[src/rtl/move_cmd_queue.sv]
// Direction-press queue: one-hot encodes debounced button pulses and buffers them for the game FSM.
// Optional MOVE_REPEAT_FILTER_EN drops a press that repeats the newest resident move.
module move_cmd_queue #(
    parameter int DEPTH = 4,
    parameter int PTR_W = 2
) (
    input  logic             CLK,
    input  logic             RESET_N,
    input  logic             SCEN_U,
    input  logic             SCEN_D,
    input  logic             SCEN_L,
    input  logic             SCEN_R,
    input  logic             CLEAR,
    input  logic             CMD_ACK,
    output logic             CMD_VALID,
    output logic [3:0]       CMD_DIR,
    output logic [PTR_W:0]   COUNT,
    output logic             OVERFLOW
);

    localparam logic [PTR_W:0]   FULL_COUNT = (PTR_W + 1)'(DEPTH);
    localparam logic [PTR_W:0]   COUNT_ONE  = (PTR_W + 1)'(1);
    localparam logic [PTR_W-1:0] PTR_ONE    = PTR_W'(1);

    localparam logic [3:0] CODE_UP    = 4'b0001;
    localparam logic [3:0] CODE_DOWN  = 4'b0010;
    localparam logic [3:0] CODE_LEFT  = 4'b0100;
    localparam logic [3:0] CODE_RIGHT = 4'b1000;

    logic [3:0]       mem [DEPTH];
    logic [PTR_W-1:0] wr_ptr;
    logic [PTR_W-1:0] rd_ptr;

    logic             push_req;
    logic [3:0]       code;
    logic             pop;
    logic             pop_eff;
    logic             full;
    logic             repeat_drop;
    logic             push;
    logic             drop_full;
    logic [PTR_W-1:0] wr_ptr_next;
    logic [PTR_W-1:0] rd_ptr_next;
    logic [PTR_W:0]   count_next;
    logic [3:0]       head_next;

    // Priority encoder: when several buttons fire together only the highest one is queued.
    // NOTE: every signal gets a default at the top of always_comb so no path can infer a latch.
    always_comb begin
        code     = 4'b0000;
        push_req = SCEN_U | SCEN_D | SCEN_L | SCEN_R;
        if (SCEN_U)      code = CODE_UP;
        else if (SCEN_D) code = CODE_DOWN;
        else if (SCEN_L) code = CODE_LEFT;
        else if (SCEN_R) code = CODE_RIGHT;
    end

    assign pop  = CMD_ACK & CMD_VALID;
    assign full = (COUNT == FULL_COUNT);

`ifdef MOVE_REPEAT_FILTER_EN
    logic [3:0] last_code;
    logic       resident;

    // The newest entry survives this cycle unless it is also the head being popped.
    assign last_code   = mem[wr_ptr - PTR_ONE];
    assign resident    = (COUNT > COUNT_ONE) || ((COUNT == COUNT_ONE) && !pop);
    assign repeat_drop = push_req && resident && (code == last_code);
`else
    assign repeat_drop = 1'b0;
`endif

    // A full queue still accepts a press when the head is popped in the same cycle.
    assign push      = push_req && !repeat_drop && (!full || pop) && !CLEAR;
    assign drop_full = push_req && !repeat_drop && full && !pop && !CLEAR;
    assign pop_eff   = pop && !CLEAR;

    always_comb begin
        wr_ptr_next = wr_ptr;
        rd_ptr_next = rd_ptr;
        count_next  = COUNT;
        head_next   = 4'b0000;

        if (CLEAR) begin
            wr_ptr_next = '0;
            rd_ptr_next = '0;
            count_next  = '0;
        end else begin
            if (push)    wr_ptr_next = wr_ptr + PTR_ONE;
            if (pop_eff) rd_ptr_next = rd_ptr + PTR_ONE;
            case ({push, pop_eff})
                2'b10:   count_next = COUNT + COUNT_ONE;
                2'b01:   count_next = COUNT - COUNT_ONE;
                default: count_next = COUNT;
            endcase
        end

        // The slot being written this edge is not yet in mem, so forward the new code.
        if (count_next != '0) begin
            if (push && (wr_ptr == rd_ptr_next)) head_next = code;
            else                                 head_next = mem[rd_ptr_next];
        end
    end

    // NOTE: sequential state uses non-blocking assignments so every register samples pre-edge values.
    always_ff @(posedge CLK or negedge RESET_N) begin
        if (!RESET_N) begin
            wr_ptr    <= '0;
            rd_ptr    <= '0;
            COUNT     <= '0;
            CMD_VALID <= 1'b0;
            CMD_DIR   <= 4'b0000;
            OVERFLOW  <= 1'b0;
        end else begin
            wr_ptr    <= wr_ptr_next;
            rd_ptr    <= rd_ptr_next;
            COUNT     <= count_next;
            CMD_VALID <= (count_next != '0);
            CMD_DIR   <= head_next;
            if (CLEAR)          OVERFLOW <= 1'b0;
            else if (drop_full) OVERFLOW <= 1'b1;
        end
    end

    // NOTE: storage has no reset; COUNT and the pointers alone decide which slots are meaningful.
    always_ff @(posedge CLK) begin
        if (push) mem[wr_ptr] <= code;
    end

endmodule

[config.mk]
export PLATFORM = sky130hd
export DESIGN_NAME = move_cmd_queue
export DESIGN_NICKNAME = d
export VERILOG_FILES = /design/src/rtl/move_cmd_queue.sv
export SDC_FILE = /design/constraint.sdc
export NUM_CORES = 1
export LEC_CHECK = 0
export ABC_AREA = 1
export CORE_AREA = 2 2 71 73
export DETAILED_ROUTE_END_ITERATION = 8
export DIE_AREA = 0 0 73 75
export GPL_ROUTABILITY_DRIVEN = 1
export MAX_ROUTING_LAYER = met4
export PLACE_DENSITY = 0.55
export SETUP_SLACK_MARGIN = 0.4
export SYNTH_ARGS = -nofsm -noshare
export SYNTH_HDL_FRONTEND = slang
export SYNTH_SLANG_ARGS = --single-unit
[constraint.sdc]
create_clock -name CLK -period 1.8 [get_ports CLK]
set_input_delay 0.18 -clock CLK [delete_from_list [all_inputs] [get_ports CLK]]
set_output_delay 0.18 -clock CLK [all_outputs]
set_load 0.01 [all_outputs]
==> flow_metrics.env, run 1 <==
export IMPL_status="complete, but fails checks"
export IMPL_violations="negative setup slack"
export IMPL_cts_buffers=5
export IMPL_seq_area_frac_synth_pct=50.8
export IMPL_synth_area_um2=1590
export IMPL_drv_cap=0
export IMPL_synth_warnings=0
export IMPL_r2r_slack_ns=-0.15
export IMPL_post_dp_cell_area_um2=1980
export IMPL_endpoint_kind="flop"
export IMPL_start_kind="flop"
export IMPL_gp_congestion=0.807
export IMPL_drive_above_1_share_pct=31.7
export IMPL_max_vdd_ir_drop_mv=0.310
export IMPL_grt_pass1_vias=1192
export IMPL_grt_max_degree=18
export IMPL_ys_ff_latch=29
export IMPL_setup_ws_ns=-0.155
export IMPL_ff2ff_path_depth=9
export IMPL_grt_pass1_wl_um=5470
export IMPL_numPortBuffers=16
export IMPL_relSlewSlack_pct=61.7
export IMPL_cp_max_fo=5
export IMPL_diodes=0
export IMPL_die_w_um=73
export IMPL_utilization_pct=47.7
export IMPL_regToRegStartpoint="COUNT[1]"
export IMPL_cts_root_buffer="clkbuf_8"
export IMPL_cp_arrival_ns=2.13
export IMPL_powerDensity_nw_per_um2=1040
export IMPL_finalCritPeriodShare_pct=109
export IMPL_areaGrowthSynthToFinish_pct=40.2
export IMPL_power_leakage_uw=0.00110
export IMPL_hold_violations=0
export IMPL_dr_total_vias=1279
export IMPL_hpwl_um=2450
export IMPL_fmax_mhz=512
export IMPL_wl_um=3330
export IMPL_critical_path_class="reg2reg"
export IMPL_final_max_slew_violation_count=0
export IMPL_avgSynthCellArea_um2=9.17
export IMPL_grt_ovfl_total=0
export IMPL_r2r_end="CMD_VALID"
export IMPL_holdBufCountCts=0
export IMPL_first_pass_iters=4
export IMPL_yosysUniqueCellTypes=22
export IMPL_die_h_um=75
export IMPL_dieArea_um2=5480
export IMPL_cts_sinks=29
export IMPL_first_iter_violations=47
export IMPL_ant_nets=0
export IMPL_skew_ns=0.00581
export IMPL_clockBufferDepth=2
export IMPL_design_core_area_um2=4660
export IMPL_cts_tree="done"
export IMPL_wl_per_cell_um=12.0
export IMPL_fin_area_um2=2220
export IMPL_min_period_ns=1.95
export IMPL_crit_end="CMD_VALID"
export IMPL_fin_nets=237
export IMPL_setup_viol_count_final=7
export IMPL_via_per_inst=4.60
export IMPL_rsz0062_at_grt="yes"
export IMPL_antenna_found_initial=0
export IMPL_num_rows=25
export IMPL_h_tree_depth=2
export IMPL_drc=0
export IMPL_ios=17
export IMPL_synth_fp_nets=187
export IMPL_hold_path_class="in2async"
export IMPL_grt_use_total_pct=14.1
export IMPL_start_util_pct=34.0
export IMPL_crit_start="COUNT[1]"
export IMPL_timing_critical_path_required_ns=1.98
export IMPL_worst_pin_slew_ns=0.572
export IMPL_clk_latency_ns=0.28
export IMPL_clk_pin_slew_ns=0.06
export IMPL_syn_inst=173
-- state kept, by name, indices dropped and copies added (netlist names) --
| signal | count |
|---|---|
| CMD_DIR | 4 |
| rd_ptr | 2 |
| OVERFLOW | 1 |
| mem | 16 |
| CMD_VALID | 1 |
| COUNT | 3 |
| wr_ptr | 2 |
-- timing repair --
item / in CTS / in global routing
endpoints found under the setup margin: 28 / 24
setup buffers: 3 / 5
gates resized for setup: 23 / 11
pin swaps: 7 / 8
-- layout make-up --
cell class,instances,area [um2]
clock buffers,6,72.6
clock inverters,2,10.0
fillers,452,2440
inverters,38,143
multi-input cells,104,738
flip-flops and latches,29,807
well taps,54,67.6
repair buffers,45,387
-- report_power, final --
group | leakage, uW | internal [uW] | total, uW | switching [uW]
Combinational | 0.000731 | 447 | 929 | 482
Sequential | 0.000321 | 812 | 863 | 50.9
Clock | 0.0000450 | 267 | 512 | 245
-- cell usage in the layout, fill, tap and decap left out --
| master | Yosys | layout |
|---|---|---|
| inv_1 | 35 | 34 |
| nand2_1 | 29 | 27 |
| buf_4 | 0 | 27 |
| edfxtp_1 | 16 | 16 |
| nand3_1 | 17 | 15 |
| nor2_1 | 20 | 14 |
| dfrtp_1 | 13 | 12 |
| nand4_1 | 12 | 12 |
| nor2_4 | 2 | 7 |
| clkdlybuf4s50_1 | 0 | 7 |
| dlygate4sd2_1 | 0 | 6 |
| nand2_2 | 4 | 5 |
| nand3_4 | 3 | 5 |
| clkbuf_8 | 0 | 5 |
| inv_2 | 3 | 4 |
| ha_1 | 5 | 4 |
| nand2_4 | 2 | 3 |
| nand3_2 | 3 | 3 |
| nor2_2 | 1 | 2 |
| o21ai_0 | 2 | 2 |
| clkinv_2 | 0 | 2 |
| dlymetal6s2s_1 | 0 | 2 |
| dfrtp_2 | 0 | 1 |
| xnor2_2 | 0 | 1 |
| mux2_4 | 0 | 1 |
| a31oi_4 | 0 | 1 |
| fa_2 | 0 | 1 |
| ha_4 | 0 | 1 |
| clkbuf_1 | 0 | 1 |
| clkdlybuf4s15_1 | 0 | 1 |
| buf_6 | 1 | 1 |
| buf_8 | 0 | 1 |
-- synth_stat cells (all sizes together) --
cell     n  area, um2
nand3   23        168
a31oi    1       6.26
nand2   35        156
mux2     1       11.3
dfrtp   13        325
ha       5       62.6
inv     38        143
fa       1       20.0
nand4   12       75.1
nor2    23        104
buf      2       16.3
xnor2    1       8.76
edfxtp  16        480
o21ai    2       10.0
-- worst max-delay path, stage by stage (launching register included) --
cell and delay [ns]:
dfrtp_1 0.39, nor2_2 0.13, nand3_2 0.10, nand3_4 0.09
ha_4 0.14, fa_2 0.42, mux2_4 0.29, nand2_4 0.07
nand3_4 0.08, buf_4 0.14
-- cell families (layout without fill, tap and decap cells) --
kind of cell,after synthesis,after routing,synth area share (%)
buf+inv,40,91,10.0
xor+xnor,1,1,0.552
simple gates,93,93,31.7
mux,1,1,0.710
compound gates,3,3,1.03
flops,29,29,50.8
fa+ha+maj,6,6,5.21
-- metrics by stage --
| step | hold slack, ns | setup slack, ns | setup TNS [ns] | std cells | total power, uW |
|---|---|---|---|---|---|
| 3_5_place_dp | 0.506 | -0.564 | -3.56 | 262 | 1690 |
| 6_report | 0.262 | -0.155 | -0.759 | 278 | 2300 |
| 3_3_place_gp | 0.503 | -0.531 | -3.48 | 262 | 1680 |
| 4_1_cts | 0.285 | -0.117 | -0.557 | 273 | 2250 |
| 2_1_floorplan | -0.116 | -0.178 | -0.837 | 173 | 1340 |
| 5_1_grt | 0.328 | -0.230 | -1.33 | 278 | 2460 |
-- layer usage --
layer | global-route usage [%] | vias up | wire, um
met1 | 17.2 | 584 | 1470
met4 | 7.41 | 0 | 78
met2 | 21.7 | 30 | 1630
li1 | - | 657 | -
met3 | 3.48 | 8 | 153
met5 | - | - | 0
-- worst min-delay path by stage --
stage | cells past startpoint | slack (ns) | startpoint | end
after floorplan | 0 | -0.12 | RESET_N | CMD_DIR[0]
after global placement | 2 | 0.50 | OVERFLOW | OVERFLOW
after detailed placement | 2 | 0.51 | OVERFLOW | OVERFLOW
after CTS | 1 | 0.29 | RESET_N | COUNT[2]
after global routing | 1 | 0.33 | RESET_N | CMD_DIR[0]
final | 1 | 0.26 | RESET_N | CMD_DIR[0]
(Power assumes the default switching activity.)
==> inputs of run 2 (changes only) <==
- CTS_CLUSTER_SIZE: default -> 40
- TNS_END_PERCENT: default -> 5
==> run 2 against run 1 <==
The flow still finishes with violations (negative setup slack). Via count down 2.7%. Core utilization down 1.2 points. Count of clock-buffer cells in the layout down 1.
==> flow_metrics.env, run 2 (synthesized netlist as in run 1, its figures left out) <==
export IMPL_cts_buffers=5
export IMPL_r2r_slack_ns=-0.14
export IMPL_min_period_ns=1.94
export IMPL_drive_above_1_share_pct=30.3
export IMPL_setup_ws_ns=-0.141
export IMPL_num_rows=25
export IMPL_start_kind="flop"
export IMPL_cp_arrival_ns=2.11
export IMPL_antenna_found_initial=0
export IMPL_switching_power_uw=781
export IMPL_violations="negative setup slack"
export IMPL_hold_violations=0
export IMPL_wl_met2_um=1500
export IMPL_cts_tree="done"
export IMPL_rsz0062_at_grt="yes"
export IMPL_crit_path_frequent_cell="nand3_4"
export IMPL_reg_top3="mem x16, CMD_DIR x4, COUNT x3"
export IMPL_skew_ns=0.00630
export IMPL_h_tree_depth=2
export IMPL_ff2ff_path_depth=10
export IMPL_utilization_pct=46.6
export IMPL_cpMaxStageDelayCell="dfrtp_2"
export IMPL_ant_nets=0
export IMPL_gp_congestion=0.819
export IMPL_p_int_uw=1490
export IMPL_grt_max_degree=18
export IMPL_regMostFlops="mem"
export IMPL_p_clk_share_pct=23.7
export IMPL_fin_hold_ws_ns=0.263
export IMPL_grt_ovfl_total=0
export IMPL_areaGrowthSynthToFinish_pct=36.8
export IMPL_ios=17
export IMPL_cp_cell_sequence="nor2_4, nand3_4, nand3_4, ha_4, fa_2, mux2_4, nand2_4, nand3_4, nand2_1, nor2_1"
export IMPL_wl_um=3210
export IMPL_design_core_area_um2=4660
export IMPL_critPathMaxStageDelay_ns=0.43
export IMPL_nFillCells=458
export IMPL_top_layer="met4"
export IMPL_cts_sinks=29
export IMPL_powerDensity_nw_per_um2=1040
export IMPL_clk_pin_slew_ns=0.07
export IMPL_setup_viol_count_final=6
export IMPL_clk_latency_ns=0.28
export IMPL_wl_per_cell_um=11.7
export IMPL_via_per_inst=4.53
export IMPL_final_max_slew_violation_count=0
export IMPL_relSlewSlack_pct=61.4
export IMPL_first_iter_violations=70
export IMPL_holdBufCountCts=0
export IMPL_numPortBuffers=16
export IMPL_status="complete, but fails checks"
export IMPL_critical_path_class="reg2reg"
export IMPL_largest_register_ffs=16
export IMPL_p_total_uw=2270
export IMPL_dieArea_um2=5480
export IMPL_first_pass_iters=4
export IMPL_fin_nets=234
export IMPL_hpwl_um=2510
export IMPL_final_cell_mix="34 x inv_1, 28 x nand2_1, 26 x buf_4"
export IMPL_grt_pass1_vias=1163
export IMPL_drc=0
export IMPL_cp_max_fo=5
export IMPL_hold_path_class="in2async"
export IMPL_regToRegStartpoint="COUNT[0]"
export IMPL_wl_met3_um=151
export IMPL_stdcell_count=275
export IMPL_drv_cap=0
export IMPL_worst_pin_slew_ns=0.577
export IMPL_clockBufferDepth=2
export IMPL_finalCritPeriodShare_pct=108
export IMPL_cts_root_buffer="clkbuf_8"
export IMPL_grt_pass1_wl_um=5480
export IMPL_start_util_pct=34.0
export IMPL_crit_start="COUNT[0]"
export IMPL_dr_total_vias=1245
export IMPL_r2r_end="CMD_DIR[3]"
export IMPL_final_common_cell="inv_1"
export IMPL_endpoint_kind="flop"
export IMPL_dp_cells=264
export IMPL_diodes=0
export IMPL_power_frac_seq_pct=38.4
export IMPL_met1_length_um=1520
export IMPL_grt_use_total_pct=14.1
export IMPL_timing_critical_path_required_ns=1.97
export IMPL_fmax_mhz=515
export IMPL_die_h_um=75
export IMPL_pwr_share_comb_pct=37.9
export IMPL_switching_share_pct=34.4
export IMPL_power_leakage_uw=0.00107
export IMPL_max_vdd_ir_drop_mv=0.347
export IMPL_die_w_um=73
export IMPL_pre_cts_ws_ns=-0.598
export IMPL_crit_end="CMD_DIR[3]"
-- run 2: cell count changes in the layout (fill, tap and decap cells not counted), sizes merged --
cell,before,now
clkdlybuf4s15,1,0
dlygate4sd2,6,7
clkbuf,6,5
clkinv,2,0
clkinvlp,0,3
clkdlybuf4s50,7,8
buf,29,26
dlymetal6s2s,2,1
-- run 2: area by class of cell --
| class | count | area (um2) | area share, % |
|---|---|---|---|
| well taps | 54 | 67.6 | 3.11 |
| clock inverters | 3 | 22.5 | 1.04 |
| flip-flops and latches | 29 | 807 | 37.2 |
| repair buffers | 42 | 349 | 16.1 |
| clock buffers | 5 | 68.8 | 3.17 |
| multi-input cells | 104 | 713 | 32.9 |
| inverters | 38 | 143 | 6.57 |
-- run 2: worst min path at each step --
stage	startpoint	end	slack (ns)	depth (start not counted)
after floorplan	RESET_N	CMD_DIR[0]	-0.12	0
after global placement	OVERFLOW	OVERFLOW	0.50	2
after detailed placement	OVERFLOW	OVERFLOW	0.51	2
after CTS	RESET_N	CMD_DIR[1]	0.29	1
after global routing	RESET_N	CMD_DIR[1]	0.33	1
final	RESET_N	CMD_DIR[1]	0.26	1
-- run 2: power groups by stage --
stage	clock network, uW	registers (uW)	logic, uW
4_1_cts	560	865	852
3_5_place_dp	0	879	818
3_3_place_gp	0	876	810
5_1_grt	589	881	964
6_report	538	870	859
2_1_floorplan	0	918	420
-- run 2: metal layers --
layer	global-route usage, %	up-vias
met5	-	-
met4	6.17	0
met3	4.42	2
met2	20.3	27
met1	18.3	567
li1	-	649
-- run 2: through the flow --
step                      setup TNS (ns)  area (um2)
after floorplan                   -0.837        1610
after global placement             -3.42        2000
after detailed placement           -3.87        2000
after CTS                         -0.509        2150
after global routing               -1.23        2170
final                             -0.583        2170
-- run 2: worst max-delay path: cells and delay by family (launching register included) --
kind / cells / cell delay [ns]
simple gates: 7 / 0.56
flops: 1 / 0.43
mux: 1 / 0.29
fa+ha+maj: 2 / 0.55
-- run 2: repair_timing --
item / 4_1_cts / 5_1_grt
endpoints found under the setup margin: 28 / 22
resized for setup: 18 / 7
pin swaps: 7 / 3
setup buffers: 3 / 0
